`config.mk`:
```
export PLATFORM = sky130hd
export DESIGN_NAME = safe_lock_controller
export DESIGN_NICKNAME = d
export VERILOG_FILES = /design/src/rtl/safe_lock_controller.sv
export SDC_FILE = /design/constraint.sdc
export NUM_CORES = 1
export LEC_CHECK = 0
export ABC_AREA = 1
export BUFFER_PORTS_ARGS = -buffer_cell sky130_fd_sc_hd__buf_2
export CAP_MARGIN = 15
export CORE_MARGIN = 2
export CORE_UTILIZATION = 45
export DETAILED_ROUTE_END_ITERATION = 8
export GPL_TIMING_DRIVEN = 0
export PLACE_DENSITY = 0.68
export SETUP_SLACK_MARGIN = 0.3
export SYNTH_ARGS = -nofsm -noshare
export SYNTH_HDL_FRONTEND = slang
export SYNTH_SLANG_ARGS = --single-unit
```
`constraint.sdc`:
```
create_clock -name clk -period 2 [get_ports clk]
set_input_delay 0.5 -clock clk [delete_from_list [all_inputs] [get_ports clk]]
set_output_delay 0.5 -clock clk [all_outputs]
set_load 0.005 [all_outputs]
```
`src/rtl/safe_lock_controller.sv`:
```
// Safe lock sequencer: keypad entry, code check, attempt limit,
// unlock/relock timing, lockout alarm and passcode reprogramming.
module safe_lock_controller #(
    parameter int DIGITS         = 4,
    parameter int MAX_TRIES      = 3,
    parameter int FAIL_CYCLES    = 50,
    parameter int OPEN_CYCLES    = 1000,
    parameter int LOCKOUT_CYCLES = 5000
) (
    input  logic       clk,
    input  logic       rst_n,
    input  logic       key_valid,
    input  logic [3:0] key_digit,
    input  logic       enter,
    input  logic       clear,
    input  logic       program_req,
    input  logic       match,
    output logic       shift_en,
    output logic [3:0] shift_digit,
    output logic       entry_clear,
    output logic       store_load,
    output logic       unlocked,
    output logic       fail_flash,
    output logic       alarm,
    output logic [2:0] digit_count,
    output logic [1:0] tries_left
);

    localparam int M1   = (FAIL_CYCLES > OPEN_CYCLES) ? FAIL_CYCLES : OPEN_CYCLES;
    localparam int MAXC = (M1 > LOCKOUT_CYCLES) ? M1 : LOCKOUT_CYCLES;
    localparam int TW   = (MAXC > 1) ? $clog2(MAXC + 1) : 1;

    localparam logic [TW-1:0] T_FAIL = TW'(FAIL_CYCLES - 1);
    localparam logic [TW-1:0] T_OPEN = TW'(OPEN_CYCLES - 1);
    localparam logic [TW-1:0] T_LOCK = TW'(LOCKOUT_CYCLES - 1);
    localparam logic [TW-1:0] T_ONE  = TW'(1);
    localparam logic [2:0]    DIG    = 3'(DIGITS);
    localparam logic [1:0]    TRIES  = 2'(MAX_TRIES);

    typedef enum logic [2:0] {
        IDLE,
        ENTRY,
        CHECK,
        FAIL,
        LOCKOUT,
        OPEN,
        PROG
    } state_e;

    state_e        state_q;
    logic [TW-1:0] tmr_q;
    logic [2:0]    cnt_q;
    logic [1:0]    tries_q;
    logic          force_fail_q;
    logic          clr_pend_q;
    logic          shift_en_q;
    logic [3:0]    shift_digit_q;
    logic          entry_clear_q;
    logic          store_load_q;
    logic          unlocked_q;
    logic          fail_flash_q;
    logic          alarm_q;

    logic full;
    logic tmr_zero;

    assign full     = (cnt_q == DIG);
    assign tmr_zero = (tmr_q == '0);

    // Sequencer FSM; every output is a register, indicators lag state by one cycle
    always_ff @(posedge clk or negedge rst_n) begin
        if (!rst_n) begin
            state_q       <= IDLE;
            tmr_q         <= '0;
            cnt_q         <= '0;
            tries_q       <= TRIES;
            force_fail_q  <= 1'b0;
            clr_pend_q    <= 1'b0;
            shift_en_q    <= 1'b0;
            shift_digit_q <= '0;
            entry_clear_q <= 1'b0;
            store_load_q  <= 1'b0;
            unlocked_q    <= 1'b0;
            fail_flash_q  <= 1'b0;
            alarm_q       <= 1'b0;
        end else begin
            shift_en_q    <= 1'b0;
            entry_clear_q <= clr_pend_q;
            store_load_q  <= 1'b0;
            clr_pend_q    <= 1'b0;
            unlocked_q    <= (state_q == OPEN) || (state_q == PROG);
            fail_flash_q  <= (state_q == FAIL);
            alarm_q       <= (state_q == LOCKOUT);
            unique case (state_q)
                IDLE: begin
                    // a key arriving while the post-store clear is pending is dropped
                    if (!clear && !enter && key_valid && !clr_pend_q) begin
                        shift_en_q    <= 1'b1;
                        shift_digit_q <= key_digit;
                        cnt_q         <= 3'd1;
                        state_q       <= ENTRY;
                    end
                end
                ENTRY: begin
                    if (clear) begin
                        entry_clear_q <= 1'b1;
                        cnt_q         <= '0;
                        state_q       <= IDLE;
                    end else if (enter) begin
                        force_fail_q <= !full;
                        state_q      <= CHECK;
                    end else if (key_valid && !full) begin
                        shift_en_q    <= 1'b1;
                        shift_digit_q <= key_digit;
                        cnt_q         <= cnt_q + 3'd1;
                    end
                end
                CHECK: begin
                    if (match && !force_fail_q) begin
                        tries_q <= TRIES;
                        tmr_q   <= T_OPEN;
                        state_q <= OPEN;
                    end else if (tries_q <= 2'd1) begin
                        tries_q <= '0;
                        tmr_q   <= T_LOCK;
                        state_q <= LOCKOUT;
                    end else begin
                        tries_q <= tries_q - 2'd1;
                        tmr_q   <= T_FAIL;
                        state_q <= FAIL;
                    end
                end
                FAIL: begin
                    if (tmr_zero) begin
                        entry_clear_q <= 1'b1;
                        cnt_q         <= '0;
                        state_q       <= IDLE;
                    end else begin
                        tmr_q <= tmr_q - T_ONE;
                    end
                end
                LOCKOUT: begin
                    if (tmr_zero) begin
                        tries_q       <= TRIES;
                        entry_clear_q <= 1'b1;
                        cnt_q         <= '0;
                        state_q       <= IDLE;
                    end else begin
                        tmr_q <= tmr_q - T_ONE;
                    end
                end
                OPEN: begin
                    if (tmr_zero || (enter && !clear)) begin
                        entry_clear_q <= 1'b1;
                        cnt_q         <= '0;
                        state_q       <= IDLE;
                    end else if (program_req) begin
                        entry_clear_q <= 1'b1;
                        cnt_q         <= '0;
                        tmr_q         <= T_OPEN;
                        state_q       <= PROG;
                    end else begin
                        tmr_q <= tmr_q - T_ONE;
                    end
                end
                PROG: begin
                    if (tmr_zero) begin
                        entry_clear_q <= 1'b1;
                        cnt_q         <= '0;
                        state_q       <= IDLE;
                    end else if (clear || (enter && !full)) begin
                        entry_clear_q <= 1'b1;
                        cnt_q         <= '0;
                        tmr_q         <= T_OPEN;
                        state_q       <= OPEN;
                    end else if (enter) begin
                        // store now, clear the input register one cycle later
                        store_load_q <= 1'b1;
                        clr_pend_q   <= 1'b1;
                        cnt_q        <= '0;
                        state_q      <= IDLE;
                    end else begin
                        tmr_q <= tmr_q - T_ONE;
                        if (key_valid && !full) begin
                            shift_en_q    <= 1'b1;
                            shift_digit_q <= key_digit;
                            cnt_q         <= cnt_q + 3'd1;
                        end
                    end
                end
                default: state_q <= IDLE;
            endcase
        end
    end

    assign shift_en    = shift_en_q;
    assign shift_digit = shift_digit_q;
    assign entry_clear = entry_clear_q;
    assign store_load  = store_load_q;
    assign unlocked    = unlocked_q;
    assign fail_flash  = fail_flash_q;
    assign alarm       = alarm_q;
    assign digit_count = cnt_q;
    assign tries_left  = tries_q;

endmodule
```
==> results_dict.tcl <==
set metrics [dict create \
    outcome "finished clean" \
    syn_area_um2 2210 \
    route.met3.wl_um 199 \
    cp.required_ps 2220 \
    ys.flop_type "dfrtp_1" \
    fin_skew_ps 2.96 \
    cts_root_buffer "clkbuf_8" \
    routed_wl_um 5480 \
    critical_path_arrival_ps 1940 \
    cp-start-kind "flip-flop" \
    fin_crit_sh_pct 86.1 \
    drive_gt1_share_pct 31.2 \
    cts-htree-levels 2 \
    worstSetupPathType "reg2reg" \
    rsz0062_at_grt "yes" \
    io_buffers 25 \
    maxSlewViolCount 0 \
    fmax_mhz 581 \
    yosysMostFrequentCell "nand2_1" \
    gp_congestion 0.898 \
    placementRows 25 \
    num_vias 2227 \
    dr.pass1.iters 4 \
    drcViolationCount 0 \
    synth_top_area_share_pct 34.0 \
    fin_crit_ps 1720 \
    die_w_um 74.1 \
    synth-seq-cells 32 \
    maxUsedRoutingLayer "met4" \
    die_y_um 74.1 \
    synth-seq-area-share_pct 36.3 \
    wl_per_cell_um 12.1 \
    grt_overflow 0 \
    grt_max_degree 33 \
    cp_max_fo 5 \
    drv_cap 0 \
    wl_met1_um 2410 \
    nets 403 \
    tns_ps 0 \
    netlist-cell-type-count 27 \
    ys.warnings.count 0 \
    p_leak_uw 0.00148 \
    wl_met2_um 2730 \
    start_util_pct 46.8 \
    yosys-top-cells-count "nand2_1 (112), inv_1 (40), nor2_1 (40), dfrtp_1 (30), nand3_1 (30)" \
    power.density_nw_per_um2 420 \
    drt_iter0_markers 137 \
    diodes 0 \
    ios 26 \
    cts_made_buffers 5 \
    finalSetupViolCount 0 \
    ant_nets 0 \
    cts_buffer_depth 2 \
    clk_latency_ps 280 \
    dieArea_um2 5490 \
    peakVddDrop_mv 0.264 \
    cts.sinks 32 \
    syn_nets 348 \
    grt_pass1_vias 1983 \
    antenna_found_initial 0 \
    via_per_inst 4.93 \
    syn_to_final_growth_pct 29.6 \
    hpwl_um 3850 \
    end_kind "flip-flop" \
    synth-async-reset-ratio_pct 100 \
    synthCells 329 \
    max_slew_margin_pct 52.4 \
    tightest_slew_ps 714 \
    grt_pass1_wl_um 8660 \
    cts_tree "done" \
    final_cells 452 \
    syn_avg_cell_area_um2 6.72 \
    finalHoldViolCount 0 \
    hold_buffers 0 \
    synth-edff-count 0 \
    core-area_um2 4720 \
    synth_top_cells_by_area "dfrtp_1 (34%), nand2_1 (19%), inv_1 (6.8%)" \
    worstHoldPathType "in2async" \
    synth_top_area_cell "dfrtp_1" \
    gr-usage-all-layers_pct 20.5 \
    clk_pin_slew_worst_paths_ps 60 \
    placed_cells 421 \
]
==> power breakdown <==
group	total, uW	switching, uW	internal, uW
Sequential	649	0.460	649
Combinational	51.9	37.1	14.8
Clock	504	223	280
==> cell families (layout without fill, tap and decap cells) <==
| family | count (synthesis) | after routing | synth area share (%) |
|---|---|---|---|
| compound gates | 38 | 38 | 9.62 |
| xor+xnor | 6 | 6 | 2.38 |
| fa+ha+maj | 8 | 8 | 4.53 |
| buf+inv | 44 | 100 | 8.15 |
| flops | 32 | 32 | 36.3 |
| simple gates | 201 | 201 | 39.0 |
==> through the flow <==
step | setup slack [ps] | utilization (%) | area [um2] | hold slack (ps) | total power [uW]
final | 277 | 60.7 | 2870 | 271 | 1200
after global routing | 179 | 60.7 | 2870 | 327 | 1260
after CTS | 308 | 55.8 | 2640 | 287 | 1220
after detailed placement | -72.9 | 51.2 | 2420 | 468 | 710
after global placement | -106 | 51.2 | 2420 | 462 | 710
after floorplan | 323 | - | 2210 | 204 | 681
==> cell usage in the layout (no fill, tap or decap), drive strengths merged, types with 2 or more instances in the layout <==
master / count
o21ai: 22
a21oi: 11
clkbuf: 9
xor2: 4
ha: 8
xnor2: 2
dfrtp: 30
nand2: 118
nand3b: 2
nor2: 46
buf: 49
o21bai: 2
nand3: 30
inv: 42
nand4: 4
dfstp: 2
==> what timing repair did <==
action,4_1_cts,5_1_grt
setup buffers,8,13
resized for setup,22,37
cloned,0,2
setup endpoints to repair,24,24
pin swaps,6,12
==> cell type report <==
type | instances | area (um2)
Sequential cell | 32 | 803
Tap cell | 67 | 83.8
Clock buffer | 8 | 90.1
Multi-Input combinational cell | 253 | 1390
Inverter | 42 | 160
Timing Repair Buffer | 48 | 315
Fill cell | 420 | 1860
Buffer | 2 | 26.3
==> layer usage <==
layer / vias to the layer above / track usage, %
met3: 11 / 5.28
met1: 1017 / 24.7
met5: - / 0
met2: 47 / 35.9
met4: 0 / 6.26
li1: 1152 / -
==> final timing paths <==
kind,cells past startpoint,slack [ps],start,endpoint
max in group asynchronous,1,1270,rst_n,digit_count[1]
hold reg to reg,2,480,shift_digit[1],shift_digit[1]
hold / removal,1,270,rst_n,tmr_q[2]
setup / recovery,10,280,state_q[0],tmr_q[6]
setup reg to reg,10,280,state_q[0],tmr_q[6]
min in group clk,3,470,key_digit[3],shift_digit[3]
==> registers in the layout (all words and copies together) (netlist names) <==
signal / cells
store_load: 1
tries_left: 2
tmr_q: 13
shift_en: 1
fail_flash: 1
alarm: 1
digit_count: 3
unlocked: 1
shift_digit: 4
force_fail_q: 1
entry_clear: 1
state_q: 3
==> critical path: stages (launching register included) <==
cell	delay, ps
dfrtp_1	390
buf_4	160
ha_1	200
nand2_2	140
nand3_2	110
nand3_2	120
nand2_2	70
nor2_4	190
clkbuf_16	180
nand2_1	50
nand2_1	50
(Power assumes the default switching activity.)
